==> src/rtl/pipe_hazard_ctrl.sv <==
// Hazard, forwarding and stall controller for a 5-stage MIPS pipeline, with multi-cycle
// multiply/divide occupancy tracking. Define HZ_PERF_CNT_EN to build the perf counters.
module pipe_hazard_ctrl #(
  parameter int unsigned REG_ADDR_W = 5,
  parameter int unsigned MDU_LAT    = 4,
  parameter int unsigned CNT_W      = 32
) (
  input  logic                  clk,
  input  logic                  reset,
  input  logic [REG_ADDR_W-1:0] rs_iss_hz_i,
  input  logic [REG_ADDR_W-1:0] rt_iss_hz_i,
  input  logic [REG_ADDR_W-1:0] rs_ex_hz_i,
  input  logic [REG_ADDR_W-1:0] rt_ex_hz_i,
  input  logic [REG_ADDR_W-1:0] rd_ex_hz_i,
  input  logic                  reg_wr_ex_hz_i,
  input  logic                  mem_to_reg_ex_hz_i,
  input  logic [REG_ADDR_W-1:0] rd_mem_hz_i,
  input  logic                  reg_wr_mem_hz_i,
  input  logic [REG_ADDR_W-1:0] rd_wb_hz_i,
  input  logic                  reg_wr_wb_hz_i,
  input  logic                  valid_wb_hz_i,
  input  logic                  mdu_start_ex_hz_i,
  input  logic                  branch_taken_ex_hz_i,
  input  logic                  jump_iss_hz_i,
  output logic                  stall_fetch_hz_o,
  output logic                  stall_iss_hz_o,
  output logic                  stall_ex_hz_o,
  output logic                  flush_iss_hz_o,
  output logic                  flush_ex_hz_o,
  output logic                  flush_mem_hz_o,
  output logic [1:0]            fwd_p1_hz_o,
  output logic [1:0]            fwd_p2_hz_o,
  output logic                  mdu_busy_hz_o,
  output logic [CNT_W-1:0]      retired_cnt_hz_o,
  output logic [CNT_W-1:0]      stall_cnt_hz_o
);

  // Width kept at least 1 so MDU_LAT values of 1 and 2 still elaborate.
  localparam int unsigned CntW = (MDU_LAT > 2) ? $clog2(MDU_LAT) : 1;

  typedef enum logic [1:0] {StIdle, StBusy, StDone} mdu_state_e;

  mdu_state_e      state_q, state_d;
  logic [CntW-1:0] cnt_q, cnt_d;
  logic            mdu_accept, mdu_stall, load_use;

  function automatic logic [1:0] fwd_sel(input logic [REG_ADDR_W-1:0] src,
                                         input logic                  wr_mem,
                                         input logic [REG_ADDR_W-1:0] rd_mem,
                                         input logic                  wr_wb,
                                         input logic [REG_ADDR_W-1:0] rd_wb);
    if (wr_mem && (rd_mem != '0) && (rd_mem == src)) return 2'b10;
    if (wr_wb && (rd_wb != '0) && (rd_wb == src))    return 2'b01;
    return 2'b00;
  endfunction

  assign load_use = mem_to_reg_ex_hz_i && reg_wr_ex_hz_i && (rd_ex_hz_i != '0) &&
                    ((rd_ex_hz_i == rs_iss_hz_i) || (rd_ex_hz_i == rt_iss_hz_i));

  // DONE ignores mdu_start: the finishing instruction is still sitting in EX.
  assign mdu_accept = (MDU_LAT > 1) && (state_q == StIdle) && mdu_start_ex_hz_i &&
                      !branch_taken_ex_hz_i;
  assign mdu_stall  = mdu_accept || (state_q == StBusy);

  always_comb begin
    state_d = state_q;
    cnt_d   = cnt_q;
    unique case (state_q)
      StIdle: begin
        if (mdu_accept) begin
          if (MDU_LAT == 2) begin
            state_d = StDone;
          end else begin
            state_d = StBusy;
            cnt_d   = CntW'(MDU_LAT - 2);
          end
        end
      end
      StBusy: begin
        if (cnt_q == CntW'(1)) state_d = StDone;
        else                   cnt_d   = cnt_q - CntW'(1);
      end
      StDone:  state_d = StIdle;
      default: state_d = StIdle;
    endcase
  end

  always_ff @(posedge clk) begin
    if (!reset) begin
      state_q <= StIdle;
      cnt_q   <= '0;
    end else begin
      state_q <= state_d;
      cnt_q   <= cnt_d;
    end
  end

  assign mdu_busy_hz_o = (state_q != StIdle);

  always_comb begin
    stall_fetch_hz_o = 1'b0;
    stall_iss_hz_o   = 1'b0;
    stall_ex_hz_o    = 1'b0;
    flush_iss_hz_o   = 1'b0;
    flush_ex_hz_o    = 1'b0;
    flush_mem_hz_o   = 1'b0;
    fwd_p1_hz_o      = 2'b00;
    fwd_p2_hz_o      = 2'b00;
    if (!reset) begin
      flush_iss_hz_o = 1'b1;
      flush_ex_hz_o  = 1'b1;
      flush_mem_hz_o = 1'b1;
    end else begin
      fwd_p1_hz_o = fwd_sel(rs_ex_hz_i, reg_wr_mem_hz_i, rd_mem_hz_i, reg_wr_wb_hz_i, rd_wb_hz_i);
      fwd_p2_hz_o = fwd_sel(rt_ex_hz_i, reg_wr_mem_hz_i, rd_mem_hz_i, reg_wr_wb_hz_i, rd_wb_hz_i);
      // A taken branch kills everything younger, so no stall is worth honouring.
      if (branch_taken_ex_hz_i) begin
        flush_iss_hz_o = 1'b1;
        flush_ex_hz_o  = 1'b1;
      end else if (mdu_stall) begin
        stall_fetch_hz_o = 1'b1;
        stall_iss_hz_o   = 1'b1;
        stall_ex_hz_o    = 1'b1;
        flush_mem_hz_o   = 1'b1;
      end else if (load_use) begin
        stall_fetch_hz_o = 1'b1;
        stall_iss_hz_o   = 1'b1;
        flush_ex_hz_o    = 1'b1;
      end else if (jump_iss_hz_i) begin
        flush_iss_hz_o = 1'b1;
      end
    end
  end

`ifdef HZ_PERF_CNT_EN
  logic [CNT_W-1:0] retired_q, stall_q;

  always_ff @(posedge clk) begin
    if (!reset) begin
      retired_q <= '0;
      stall_q   <= '0;
    end else begin
      retired_q <= retired_q + CNT_W'(valid_wb_hz_i);
      stall_q   <= stall_q + CNT_W'(stall_fetch_hz_o);
    end
  end

  assign retired_cnt_hz_o = retired_q;
  assign stall_cnt_hz_o   = stall_q;
`else
  logic unused_valid_wb;
  assign unused_valid_wb  = valid_wb_hz_i;
  assign retired_cnt_hz_o = '0;
  assign stall_cnt_hz_o   = '0;
`endif

endmodule

==> config.mk <==
export PLATFORM = sky130hd
export DESIGN_NAME = pipe_hazard_ctrl
export DESIGN_NICKNAME = d
export VERILOG_FILES = /design/src/rtl/pipe_hazard_ctrl.sv
export SDC_FILE = /design/constraint.sdc
export NUM_CORES = 1
export LEC_CHECK = 0
export CAP_MARGIN = 20
export CORE_ASPECT_RATIO = 1.25
export CORE_MARGIN = 5
export CORE_UTILIZATION = 29
export DETAILED_ROUTE_END_ITERATION = 7
export PLACE_DENSITY = 0.82
export SLEW_MARGIN = 20
export SYNTH_ARGS = -nofsm -noshare
export SYNTH_HDL_FRONTEND = slang
export SYNTH_SLANG_ARGS = --single-unit
==> constraint.sdc <==
create_clock -name clk -period 2.2 [get_ports clk]
set_input_delay 0.44 -clock clk [delete_from_list [all_inputs] [get_ports clk]]
set_output_delay 0.44 -clock clk [all_outputs]
set_load 0.005 [all_outputs]
==> flow_metrics.env, run 1 <==
export IMPL_final_layout_size_suffix_gt1_frac=0.326
export IMPL_start_util=0.299
export IMPL_wl_met2_mm=1.79
export IMPL_postRouteAntennaNets=0
export IMPL_startpoint_type="input port"
export IMPL_dieArea_um2=5250
export IMPL_synthMuxAreaShare=0.00886
export IMPL_remaining_drc_errors=0
export IMPL_antenna_found_initial=0
export IMPL_cp_max_fo=2
export IMPL_nets=269
export IMPL_nFillCells=376
export IMPL_grt_ovfl_total=0
export IMPL_finalCriticalPeriod_ns=2.23
export IMPL_endpoint_kind="output pin"
export IMPL_setup_viol=1
export IMPL_async_flop_share=0
export IMPL_finalInstanceArea_um2=1770
export IMPL_drv_slew=0
export IMPL_syn_area_um2=1130
export IMPL_min_path_cells=2
export IMPL_syn_to_final_growth_pct=56.8
export IMPL_ys_ff_latch=4
export IMPL_synth_top_family_by_area="buffers and inverters"
export IMPL_grt_start_max_net_pins=9
export IMPL_dr_wl_met3_um=385
export IMPL_track_usage=0.110
export IMPL_postPlaceCellArea_um2=1640
export IMPL_status="finished with violations"
export IMPL_cts_buffers=3
export IMPL_wire_per_inst_um=11.6
export IMPL_grt_setup_unrepaired="true"
export IMPL_finClkSkew_ns=0.00470
export IMPL_timing_critical_path_required_ns=1.76
export IMPL_post_place_ws_ns=-0.786
export IMPL_yosys_warnings=0
export IMPL_synth_compound_area_frac=0.0764
export IMPL_clock_sinks=4
export IMPL_power_leakage_nw=0.906
export IMPL_synthFlopType="dfxtp_1"
export IMPL_synth_most_common_cell="buf_4"
export IMPL_drt_iter0_markers=20
export IMPL_root_buffer="clkbuf_8"
export IMPL_vias=1035
export IMPL_fp_dieW_um=65.8
export IMPL_clk_pin_slew_ns=0.03
export IMPL_max_freq_mhz=449
export IMPL_finalWirelength_mm=3.20
export IMPL_worst_slack_ns=-0.0264
export IMPL_worst_r2r_setup_slack_ns=0.97
export IMPL_arrival_ns=1.79
export IMPL_clockBufferDepth=2
export IMPL_synthTopCellsByCount="buf_4, xnor2_1, xor2_1"
export IMPL_numPortBuffers=54
export IMPL_std_cell_rows=25
export IMPL_power_density_nw_per_um2=293
export IMPL_ctsHoldBuffers=0
export IMPL_synthTopCellsByArea="buf_4, xnor2_1, xor2_1"
export IMPL_power_w=0.000520
export IMPL_cts_tree="built"
export IMPL_htree_levels=1
export IMPL_num_io_pins=120
export IMPL_multi_input_area_um2=931
export IMPL_grt_pass1_vias=1058
export IMPL_avgSynthCellArea_um2=7.90
export IMPL_first_pass_iters=4
export IMPL_die_y_um=79.8
export IMPL_drt_met1_wl_um=966
export IMPL_clkLatencyLatePin_ns=0.22
export IMPL_synth_top_area_frac=0.432
export IMPL_yosys_cell_types_count=31
export IMPL_synth_xor_area_frac=0.233
export IMPL_cap_violations=0
export IMPL_seq_area_um2=80.1
export IMPL_vias_per_cell=3.76
export IMPL_synth_edf_count=0
export IMPL_yosys_area_share_adder=0.0111
export IMPL_gp_congestion=0.694
export IMPL_fin_crit_sh=1.01
export IMPL_yosysSeqAreaShare=0.0709
export IMPL_synth_simple_area_share=0.152
export IMPL_worstRegToRegCells=6
export IMPL_crit_type="in -> out"
export IMPL_min_path_type="reg -> reg"
export IMPL_grt_pass1_wl_mm=4.52
export IMPL_antenna_cells=0
export IMPL_hold_viol_final=0
export IMPL_top_layer_used="met4"
export IMPL_fin_util=0.468
export IMPL_synth_top_area_cell="buf_4"
export IMPL_synth_cells=143
export IMPL_hold_worst_slack_ns=0.565
export IMPL_violations="negative setup slack"
export IMPL_coreArea_um2=3780
export IMPL_vdd_drop_max_mv=0.168
export IMPL_dp_hpwl_mm=2.79
==> cell type report <==
type | count | area share
tap | 54 | 0.0381
inverter | 4 | 0.00847
multi-input combinational | 133 | 0.525
sequential | 4 | 0.0452
timing repair buffer | 77 | 0.359
clock buffer | 3 | 0.0233
==> state kept, by name, summed over array words and instances (netlist names) <==
signal / count
cnt_q: 2
state_q: 2
==> worst paths after layout <==
kind,start,to
max,rt_ex_hz_i[2],fwd_p2_hz_o[0]
min,cnt_q[0],cnt_q[0]
max reg2reg,cnt_q[1],cnt_q[1]
min reg2reg,cnt_q[0],cnt_q[0]
==> report_power, final <==
group	internal [W]	total (W)	switching, W	leakage (nW)
logic	0.000144	0.000274	0.000131	0.851
clock network	0.000117	0.000162	0.0000448	0.0216
registers	0.0000786	0.0000832	0.00000457	0.0329
total	0.000340	0.000520	0.000180	0.906
==> critical path: stages <==
cell and delay, ns:
dlygate4sd2_1 0.27, xor2_1 0.15, or4_4 0.51, nor4_4 0.28, buf_2 0.15
==> stage by stage <==
step | setup TNS [ns] | instances
final | -0.0264 | 275
after global routing | -0.0897 | 275
after CTS | -0.0929 | 275
after detailed placement | -5.49 | 270
after global placement | -5.06 | 270
after floorplan | 0 | 206
==> cell families after synthesis <==
logic type | after synthesis
AOI/OAI and AO/OA | 11
xor gates and xnor gates | 30
adders and majority gates | 1
buffers and inverters | 69
DFF | 4
muxes | 1
other | 1
and+or+nand+nor | 26
==> layout by cell type (no fill, tap or decap), drive strengths merged, types with 5 or more instances in the layout <==
cell | netlist | layout
xor2 | 14 | 14
dlygate4sd2 | 0 | 17
xnor2 | 16 | 16
conb | 1 | 64
clkdlybuf4s15 | 0 | 6
or4 | 5 | 5
buf | 65 | 37
clkdlybuf4s50 | 0 | 7
clkbuf | 0 | 10
==> metal layers <==
metal / global-route usage / vias up
li1: - / 500
met1: 0.0978 / 457
met2: 0.220 / 70
met3: 0.0366 / 8
met4: 0.0436 / 0
met5: 0 / -
==> repair_timing <==
action | 4_1_cts | 5_1_grt
endpoints found under the hold margin | 0 | 0
pin swaps | 26 | 14
gates cloned | 0 | 0
buffers inserted | 2 | 0
resized for setup | 122 | 23
setup endpoints to repair | 10 | 8
Power figures use the tool's default switching activity.
==> inputs of run 2 (changes only) <==
Settings changed: PLACE_DENSITY 0.82 to 0.83.
==> run 2 against run 1 <==
  * The flow still finishes with violations (negative setup slack)
  * Count of clock-buffer cells in the layout did not move
  * Sequential cell count did not move
  * Clock skew barely moved
  * Clock power barely moved
  * Register-to-register slack improved by 0.04 ns
  * Cell count rose by 0.36%
  * Via count fell by 0.77%
  * Core utilization fell by 0.93 points
  * Hold slack got worse by 0.0054 ns
  * Cell area fell by 2.0%
  * First-iteration DRC count fell by 35%
  * Combinational power fell by 5%
==> flow_metrics.env, run 2 (synthesized netlist as in run 1, its figures left out) <==
export IMPL_gp_congestion=0.775
export IMPL_cap_violations=0
export IMPL_grt_pass1_wl_mm=4.34
export IMPL_numPortBuffers=54
export IMPL_ctsHoldBuffers=0
export IMPL_r2r_end="cnt_q[1]"
export IMPL_finClkSkew_ns=0.00448
export IMPL_vdd_drop_max_mv=0.104
export IMPL_min_path_type="reg -> reg"
export IMPL_crit_path_end="fwd_p1_hz_o[0]"
export IMPL_cp_max_fo=2
export IMPL_postRouteAntennaNets=0
export IMPL_remaining_drc_errors=0
export IMPL_setup_viol=2
export IMPL_p_seq_frac=0.164
export IMPL_htree_levels=1
export IMPL_startpoint_type="input port"
export IMPL_grt_setup_unrepaired="true"
export IMPL_post_place_ws_ns=-0.747
export IMPL_power_frac_clock=0.320
export IMPL_fp_dieW_um=65.8
export IMPL_clkLatencyLatePin_ns=0.23
export IMPL_seq_area_um2=80.1
export IMPL_fin_crit_sh=1.02
export IMPL_antenna_cells=0
export IMPL_nets=270
export IMPL_root_buffer="clkbuf_8"
export IMPL_max_freq_mhz=446
export IMPL_p_int_w=0.000335
export IMPL_power_switching_w=0.000170
export IMPL_clockBufferDepth=2
export IMPL_vias=1027
export IMPL_track_usage=0.108
export IMPL_nFillCells=389
export IMPL_violations="negative setup slack"
export IMPL_met2_usage=0.211
export IMPL_finalCriticalPeriod_ns=2.24
export IMPL_first_pass_iters=4
export IMPL_p_sw_frac=0.337
export IMPL_drv_slew=0
export IMPL_grt_use_met1=0.0976
export IMPL_coreArea_um2=3780
export IMPL_crit_path_start="rd_wb_hz_i[1]"
export IMPL_crit_type="in -> out"
export IMPL_final_cell_mix="conb_1, buf_4, dlygate4sd2_1"
export IMPL_std_cell_rows=25
export IMPL_start_util=0.299
export IMPL_layout_commonest_cell="conb_1"
export IMPL_finalWirelength_mm=3.03
export IMPL_timing_critical_path_required_ns=1.76
export IMPL_worst_r2r_setup_slack_ns=1.01
export IMPL_antenna_found_initial=0
export IMPL_clock_sinks=4
export IMPL_worst_slack_ns=-0.0435
export IMPL_cts_buffers=3
export IMPL_final_layout_size_suffix_gt1_frac=0.297
export IMPL_r2r_start="cnt_q[1]"
export IMPL_p_comb_frac=0.516
export IMPL_arrival_ns=1.80
export IMPL_drt_iter0_markers=13
export IMPL_clk_pin_slew_ns=0.03
export IMPL_cts_tree="built"
export IMPL_wire_per_inst_um=11.0
export IMPL_met3_usage=0.0254
export IMPL_fin_util=0.459
export IMPL_multi_input_area_um2=880
export IMPL_top_regs="cnt_q (2), state_q (2)"
export IMPL_syn_to_final_growth_pct=53.7
export IMPL_dp_hpwl_mm=2.69
export IMPL_grt_start_max_net_pins=9
export IMPL_dieArea_um2=5250
export IMPL_power_density_nw_per_um2=291
export IMPL_grt_ovfl_total=0
export IMPL_vias_per_cell=3.72
export IMPL_endpoint_kind="output pin"
export IMPL_power_leakage_nw=0.870
export IMPL_die_y_um=79.8
export IMPL_power_w=0.000505
export IMPL_top_usage_layer="met2"
export IMPL_hold_viol_final=0
export IMPL_worstRegToRegCells=6
export IMPL_num_io_pins=120
export IMPL_grt_pass1_vias=1003
export IMPL_status="finished with violations"
run 2: cell types whose count changed in the layout (fill, tap and decap cells not counted), sizes merged:
cell,delta
clkdlybuf4s15,+1
clkbuf,-2
buf,+2
dlymetal6s2s,-1
dlygate4sd2,-1
clkdlybuf4s50,+2
run 2: power by group through the flow:
stage / Clock, W / Combinational (W) / Sequential, W
after floorplan: 0 / 0.000186 / 0.0000827
after global placement: 0 / 0.000254 / 0.0000834
after detailed placement: 0 / 0.000258 / 0.0000840
after CTS: 0.000166 / 0.000259 / 0.0000831
after global routing: 0.000166 / 0.000287 / 0.0000839
final: 0.000161 / 0.000261 / 0.0000831
run 2: worst min path at each step:
stage,from,end,slack (ns),cells after the start
global placement,cnt_q[1],cnt_q[1],0.52,1
finish,cnt_q[1],cnt_q[1],0.56,1
global route,cnt_q[1],cnt_q[1],0.58,1
detailed placement,cnt_q[1],cnt_q[1],0.55,1
CTS,cnt_q[1],cnt_q[1],0.56,1
floorplan,cnt_q[1],cnt_q[1],0.51,1
run 2: final cells by class:
type,instances,area share
Clock buffer,3,0.0238
Inverter,4,0.00865
Multi-Input combinational cell,133,0.506
Sequential cell,4,0.0461
Tap cell,54,0.0389
Timing Repair Buffer,78,0.376
run 2: per-stage QoR:
stage	area, um^2	std cells	hold slack (ns)	TNS (ns)
floorplan	1370	206	0.509	0
global placement	1650	271	0.521	-5.33
detailed placement	1650	271	0.555	-5.61
CTS	1740	275	0.562	-0.0702
global route	1740	276	0.577	-0.248
finish	1740	276	0.559	-0.0747
run 2: critical path: stages:
cell	delay, ns
clkdlybuf4s15_1	0.19
or4_4	0.12
o211ai_1	0.09
or4_1	0.50
nor4_2	0.29
buf_2	0.16
run 2: repair_timing:
item | 4_1_cts | 5_1_grt
gates resized for setup | 122 | 12
buffers inserted | 2 | 1
endpoints found under the setup margin | 10 | 8
pin swaps | 27 | 9
gates cloned | 0 | 0
run 2: layer usage:
metal	vias to the layer above	wire, um
li1	501	-
met1	451	903
met2	68	1660
met3	7	381
met4	0	84
met5	-	0
==> inputs of run 3 (changes only) <==
Settings changed: CTS_BUF_LIST set to sky130_fd_sc_hd__clkbuf_16.
==> run 3 against run 2 <==
  * The flow still finishes with violations (negative setup slack)
  * Clock skew shrank 0.0015 ns
  * Sequential share of layout area fell by 0.088 points
  * Sequential power barely moved
  * Clock power up 80%
  * Hold slack about the same
  * Cell count unchanged
  * Critical endpoint is now fwd_p2_hz_o[0]
  * Highest routed layer unchanged
==> flow_metrics.env, run 3 (synthesized netlist as in run 1, its figures left out) <==
export IMPL_grt_setup_unrepaired="true"
export IMPL_vias_per_cell=3.72
export IMPL_top_regs="cnt_q (2), state_q (2)"
export IMPL_status="finished with violations"
export IMPL_remaining_drc_errors=0
export IMPL_power_density_nw_per_um2=357
export IMPL_drv_slew=0
export IMPL_slowest_stage="or4_4"
export IMPL_violations="negative setup slack"
export IMPL_final_instance_count_excl_fill=276
export IMPL_cts_buffers=3
export IMPL_vias=1028
export IMPL_ctsHoldBuffers=0
export IMPL_final_cell_mix="conb_1, buf_4, dlygate4sd2_1"
export IMPL_setup_viol=2
export IMPL_clock_sinks=4
export IMPL_fp_dieW_um=65.8
export IMPL_antenna_cells=0
export IMPL_min_path_type="reg -> reg"
export IMPL_hold_viol_final=0
export IMPL_clk_pin_slew_ns=0.03
export IMPL_finalCriticalPeriod_ns=2.24
export IMPL_final_layout_size_suffix_gt1_frac=0.297
export IMPL_clockBufferDepth=2
export IMPL_worst_slack_ns=-0.0425
export IMPL_postPlaceCellArea_um2=1650
export IMPL_cts_tree="built"
export IMPL_fin_crit_sh=1.02
export IMPL_num_io_pins=120
export IMPL_finalWirelength_mm=3.04
export IMPL_antenna_found_initial=0
export IMPL_timing_critical_path_required_ns=1.76
export IMPL_vdd_drop_max_mv=0.152
export IMPL_track_usage=0.107
export IMPL_postRouteAntennaNets=0
export IMPL_dieArea_um2=5250
export IMPL_endpoint_kind="output pin"
export IMPL_max_freq_mhz=446
export IMPL_dp_cells=271
export IMPL_wire_per_inst_um=11.0
export IMPL_root_buffer="clkbuf_16"
export IMPL_crit_chain="buf_6 > or4_4 > o21ai_4 > nor4_4 > buf_4 > nor4_2 > buf_2"
export IMPL_drt_iter0_markers=17
export IMPL_htree_levels=1
export IMPL_syn_to_final_growth_pct=56.7
export IMPL_crit_type="in -> out"
export IMPL_grt_pass1_vias=1002
export IMPL_gp_congestion=0.775
export IMPL_nets=270
export IMPL_die_y_um=79.8
export IMPL_grt_ovfl_total=0
export IMPL_power_w=0.000633
export IMPL_layout_commonest_cell="conb_1"
export IMPL_grt_pass1_wl_mm=4.33
export IMPL_start_util=0.299
export IMPL_finalInstanceArea_um2=1770
export IMPL_cp_max_fo=2
export IMPL_first_pass_iters=2
export IMPL_std_cell_rows=25
export IMPL_arrival_ns=1.80
export IMPL_crit_path_max_incr_delay_ns=0.54
export IMPL_coreArea_um2=3780
export IMPL_grt_start_max_net_pins=9
export IMPL_startpoint_type="input port"
export IMPL_dp_hpwl_mm=2.69
export IMPL_power_leakage_nw=0.885
export IMPL_post_place_ws_ns=-0.747
export IMPL_numPortBuffers=54
export IMPL_clkLatencyLatePin_ns=0.23
export IMPL_cap_violations=0
export IMPL_finClkSkew_ns=0.00300
==> run 3: repair_timing <==
item,in CTS,in global routing
setup endpoints to repair,10,8
pin swaps,27,9
buffers inserted,2,1
gates resized for setup,122,12
==> run 3: path summary, 6_finish.rpt <==
kind | start | end | slack [ns] | cells past startpoint
min | cnt_q[1] | cnt_q[1] | 0.56 | 1
max reg2reg | cnt_q[1] | cnt_q[1] | 1.02 | 6
max | rd_mem_hz_i[2] | fwd_p2_hz_o[0] | -0.04 | 7
min reg2reg | cnt_q[1] | cnt_q[1] | 0.56 | 1
==> run 3: report_power, final <==
| group | switching, W | total [W] | internal [W] | leakage (nW) |
|---|---|---|---|---|
| registers | 0.00000442 | 0.0000831 | 0.0000787 | 0.0329 |
| clock network | 0.0000564 | 0.000289 | 0.000233 | 0.0370 |
| logic | 0.000122 | 0.000261 | 0.000139 | 0.815 |
| total | 0.000183 | 0.000633 | 0.000450 | 0.885 |
==> run 3: layout make-up <==
type / count / area [um^2]
Fill cell: 381 / 2010
Sequential cell: 4 / 80.1
Tap cell: 54 / 67.6
Multi-Input combinational cell: 133 / 880
Inverter: 4 / 15.0
Clock buffer: 3 / 75.1
Timing Repair Buffer: 78 / 653
==> run 3: worst max-delay path: cells and delay by family <==
family | cells | cell delay (ns)
AOI/OAI and AO/OA | 1 | 0.23
buffers and inverters | 3 | 0.39
and+or+nand+nor | 3 | 0.73
==> run 3: metrics by stage <==
step | util | setup TNS, ns | hold WS (ns)
finish | 0.468 | -0.0849 | 0.559
global route | 0.468 | -0.248 | 0.577
CTS | 0.468 | -0.0702 | 0.562
detailed placement | 0.436 | -5.61 | 0.555
global placement | 0.436 | -5.33 | 0.521
floorplan | - | 0 | 0.509
==> run 3: per-layer routing <==
layer  share of wire  GRT usage
met1            0.30     0.0976
met2            0.55      0.211
met3            0.12     0.0254
met4           0.027     0.0560
met5               0          0
==> patch 1 (config.mk and constraints of run 3) <==
Add a define of `HZ_PERF_CNT_EN`.
--- a/src/rtl/pipe_hazard_ctrl.sv
+++ b/src/rtl/pipe_hazard_ctrl.sv
@@ -1,5 +1,7 @@
 // Hazard, forwarding and stall controller for a 5-stage MIPS pipeline, with multi-cycle
 // multiply/divide occupancy tracking. Define HZ_PERF_CNT_EN to build the perf counters.
+`define HZ_PERF_CNT_EN
+
 module pipe_hazard_ctrl #(
   parameter int unsigned REG_ADDR_W = 5,
   parameter int unsigned MDU_LAT    = 4,
Check against the original RTL: not equivalent (Yosys sat finds a counterexample within 4 cycles, from zero or initial values and one cycle with reset low).
==> patch 1 against run 3 <==
- the flow still finishes with violations (setup timing)
- sequential cell count grew 64
- setup slack lost 340 ps
- power grew to 4.4 times the old value
- clock skew grew 6.3 ps
- largest power group unchanged
- design area grew to 3.3 times the old value
- wire length grew to 3.6 times the old value
- area after synthesis grew to 3.2 times the old value
- worst hold slack lost 21 ps
==> patch 1: results (changes against run 3) <==
commonest non-fill, non-tap cell in the layout: clkdlybuf4s50_1 (was conb_1)
I/O Buffers: 119 (was 54)
clock skew: 9.26 ps (was 3.00 ps)
sequential cell area share: 23.2% (was 4.52%)
Placed Area: 5340 sq um (was 1650 sq um)
Non-clk invs: 11 (was 4)
Cell variety after synth: 42 (was 31)
met3 Usage GRT: 4.69% (was 2.54%)
worst r2r dst: stall_cnt_hz_o[30]$_SDFF_PN0_ (was cnt_q[1]$_SDFFE_PN0P_)
Clock Latency Late Sink: 330 ps (was 230 ps)
Leakage: 2.47 nW (was 0.885 nW)
worst reg2reg path depth: 9 (was 6)
pre-CTS setup slack: -1250 ps (was -747 ps)
global-route wire length before repair: 17,400 um (was 4330 um)
hold depth: 2 (was 1)
largest net degree at the start of global routing: 72 (was 9)
CTS Sinks: 68 (was 4)
CTS clk-pin slew, worst paths: 50 ps (was 30 ps)
Avg WL per Cell: 14.7 um (was 11.0 um)
CP Launch Point: mdu_start_ex_hz_i (was rd_mem_hz_i[2])
CP max-delay cell: or4b_1 (was or4_4)
final setup margin: -381 ps (was -42.5 ps)
status: finished, violations left (unchanged)
GRT Total Usage: 14.6% (was 10.7%)
Non-clock buffering overhead: 25.3% (was 36.9%)
Non-CTS buffers: 169 (was 78)
comb_multi_in: 312 (was 133)
nets: 621 (was 270)
failing checks: setup timing (unchanged)
Setup crit end kind: flip-flop (was output pin)
clock network area share: 4.45% (was 4.24%)
Placeable Area: 12,200 sq um (was 3780 sq um)
Crit path arrival time: 2850 ps (was 1800 ps)
Final setup viols: 29 (was 2)
Post-Syn Instances: 402 (was 143)
-- patch 1: power breakdown --
part           internal (W)  total [W]  leakage, nW  switching, W
Combinational      0.000168   0.000299         1.79      0.000131
Sequential          0.00124    0.00125        0.549    0.00000864
Clock              0.000745    0.00126        0.133      0.000516
Total               0.00216    0.00281         2.47      0.000655
-- patch 1: what timing repair did --
action	in CTS	in global routing
buffers inserted	7	2
pin swaps	45	14
hold endpoints to repair	0	0
hold buffers	0	0
resized for setup	178	36
endpoints found under the setup margin	40	42
-- patch 1: metal layers --
layer / up-vias / part of all wire [%]
met5: - / 0
met4: 0 / 2.4
met3: 24 / 6.0
met2: 111 / 54
met1: 1652 / 37
li1: 1720 / -
-- patch 1: kinds of logic after synthesis --
kind of cell             after synthesis  share of synthesized area (%)
AO/OA/AOI/OAI                         14                           2.82
buffers and inverters                 22                           2.69
adder cells (fa/ha/maj)                5                           1.72
multiplexers                           1                          0.276
flip-flops                            68                           37.5
XOR/XNOR                              88                           21.2
AND/OR/NAND/NOR                      204                           33.8
==> patch 2 (flow settings as in run 3) <==
Made on the original files. Encoding of `mdu_state_e`: now one-hot (3 bits for 3 states).
--- a/src/rtl/pipe_hazard_ctrl.sv
+++ b/src/rtl/pipe_hazard_ctrl.sv
@@ -38,7 +38,7 @@
   // Width kept at least 1 so MDU_LAT values of 1 and 2 still elaborate.
   localparam int unsigned CntW = (MDU_LAT > 2) ? $clog2(MDU_LAT) : 1;
 
-  typedef enum logic [1:0] {StIdle, StBusy, StDone} mdu_state_e;
+  typedef enum logic [2:0] {StIdle = 3'b001, StBusy = 3'b010, StDone = 3'b100} mdu_state_e;
 
   mdu_state_e      state_q, state_d;
   logic [CntW-1:0] cnt_q, cnt_d;
Function: no difference found for any inputs over 10 cycles, from zero or initial values and one cycle with reset low; not proved beyond that.
==> patch 2 against run 3 <==
- the flow still finishes with violations (setup timing)
- wire length increased by 20%
- setup slack gained 30 ps
- die area rose by 2.6%
- area after synthesis is 3.0% higher
- via count increased by 9.0%
- clock power rose by 2%
- design area increased by 7.9%
- sequential cell count grew 1
- count of clock-buffer cells in the layout stayed put
- power rose by 5.1%
- critical path type unchanged
- critical endpoint is now fwd_p1_hz_o[0]
- largest cell class unchanged
==> patch 2: results (changes against run 3) <==
status: finished, violations left (unchanged)
failing checks: setup timing (unchanged)
met3 routed WL: 490 um (was 376 um)
Final setup viols: 2 (unchanged)
Initial DRC Count: 28 (was 17)
Setup Fix Bufs, Post-CTS: 8 (was 2)
Non-clk invs: 3 (was 4)
Cell variety after synth: 32 (was 31)
met2 WL: 2040 um (was 1670 um)
detailed-route via count: 1,121 (was 1,028)
global routing usage on met1: 9.69% (was 9.76%)
Max rail drop VDD: 0.280 mV (was 0.152 mV)
Post-DP HPWL: 2880 um (was 2690 um)
Post-Syn Instances: 148 (was 143)
global-route wire length before repair: 5010 um (was 4330 um)
Reg2Reg Setup Slack: 540 ps (was 1020 ps)
comb_multi_in: 138 (was 133)
routability cong.: 0.754 (was 0.775)
I/O Buffers: 54 (unchanged)
total negative slack: -15.6 ps (was -84.9 ps)
Top Registers: state_q (3), cnt_q (2) (was cnt_q (2), state_q (2))
wire length on met1: 1030 um (was 920 um)
origin of the critical flop-to-flop path: state_q[2]$_SDFFE_PN0P_ (was cnt_q[1]$_SDFFE_PN0P_)
Seq pwr share: 14.4% (was 13.1%)
post-layout utilization of the core: 49.7% (was 46.8%)
Placed Area: 1670 sq um (was 1650 sq um)
fin cells: 287 (was 276)
register area share after synthesis: 8.60% (was 7.09%)
Non-clock buffering overhead: 38.0% (was 36.9%)
leading post-synthesis cells by instance count: 65 x buf_4, 24 x xor2_1, 6 x xnor2_1 (was 65 x buf_4, 16 x xnor2_1, 14 x xor2_1)
Inst Count DP: 274 (was 271)
pre-CTS setup slack: -783 ps (was -747 ps)
Multi-input gate area: 922 sq um (was 880 sq um)
met3 Usage GRT: 3.46% (was 2.54%)
multi-input combinational area share: 48.3% (was 49.7%)
final setup margin: -12.3 ps (was -42.5 ps)
Non-CTS buffers: 82 (was 78)
GRT Total Usage: 12.4% (was 10.7%)
Clock Tree Root: clkbuf_16 (unchanged)
sequential cell area share: 5.30% (was 4.52%)
clock skew: 1.79 ps (was 3.00 ps)
Avg WL per Cell: 12.8 um (was 11.0 um)
Leakage: 1.00 nW (was 0.885 nW)
grt met2 use: 25.8% (was 21.1%)
sequential cell power: 0.0000961 W (was 0.0000831 W)
layout cells sized above 1: 33.6% (was 29.7%)
clock network area share: 4.13% (was 4.24%)
hold depth: 2 (was 1)
Antenna Cells: 1 (was 0)
vias in the first global route: 1,173 (was 1,002)
switching part of the total: 29.1% (was 28.9%)
WHS: 510 ps (was 559 ps)
==> patch 2: worst min path at each step <==
stage / startpoint / end
after global placement: cnt_q[0]$_SDFFE_PN0P_ / cnt_q[0]$_SDFFE_PN0P_
after CTS: cnt_q[0]$_SDFFE_PN0P_ / cnt_q[0]$_SDFFE_PN0P_
after global routing: cnt_q[0]$_SDFFE_PN0P_ / cnt_q[0]$_SDFFE_PN0P_
final: cnt_q[0]$_SDFFE_PN0P_ / cnt_q[0]$_SDFFE_PN0P_
after floorplan: cnt_q[0]$_SDFFE_PN0P_ / cnt_q[0]$_SDFFE_PN0P_
after detailed placement: cnt_q[0]$_SDFFE_PN0P_ / cnt_q[0]$_SDFFE_PN0P_
==> patch 2: cell families after synthesis <==
| group | synth area share [%] |
|---|---|
| AOI/OAI and AO/OA | 8.71 |
| xor gates and xnor gates | 22.6 |
| and+or+nand+nor | 15.8 |
| buffers and inverters | 42.9 |
| adders and majority gates | 1.08 |
| DFF | 8.60 |
| other | 0.322 |
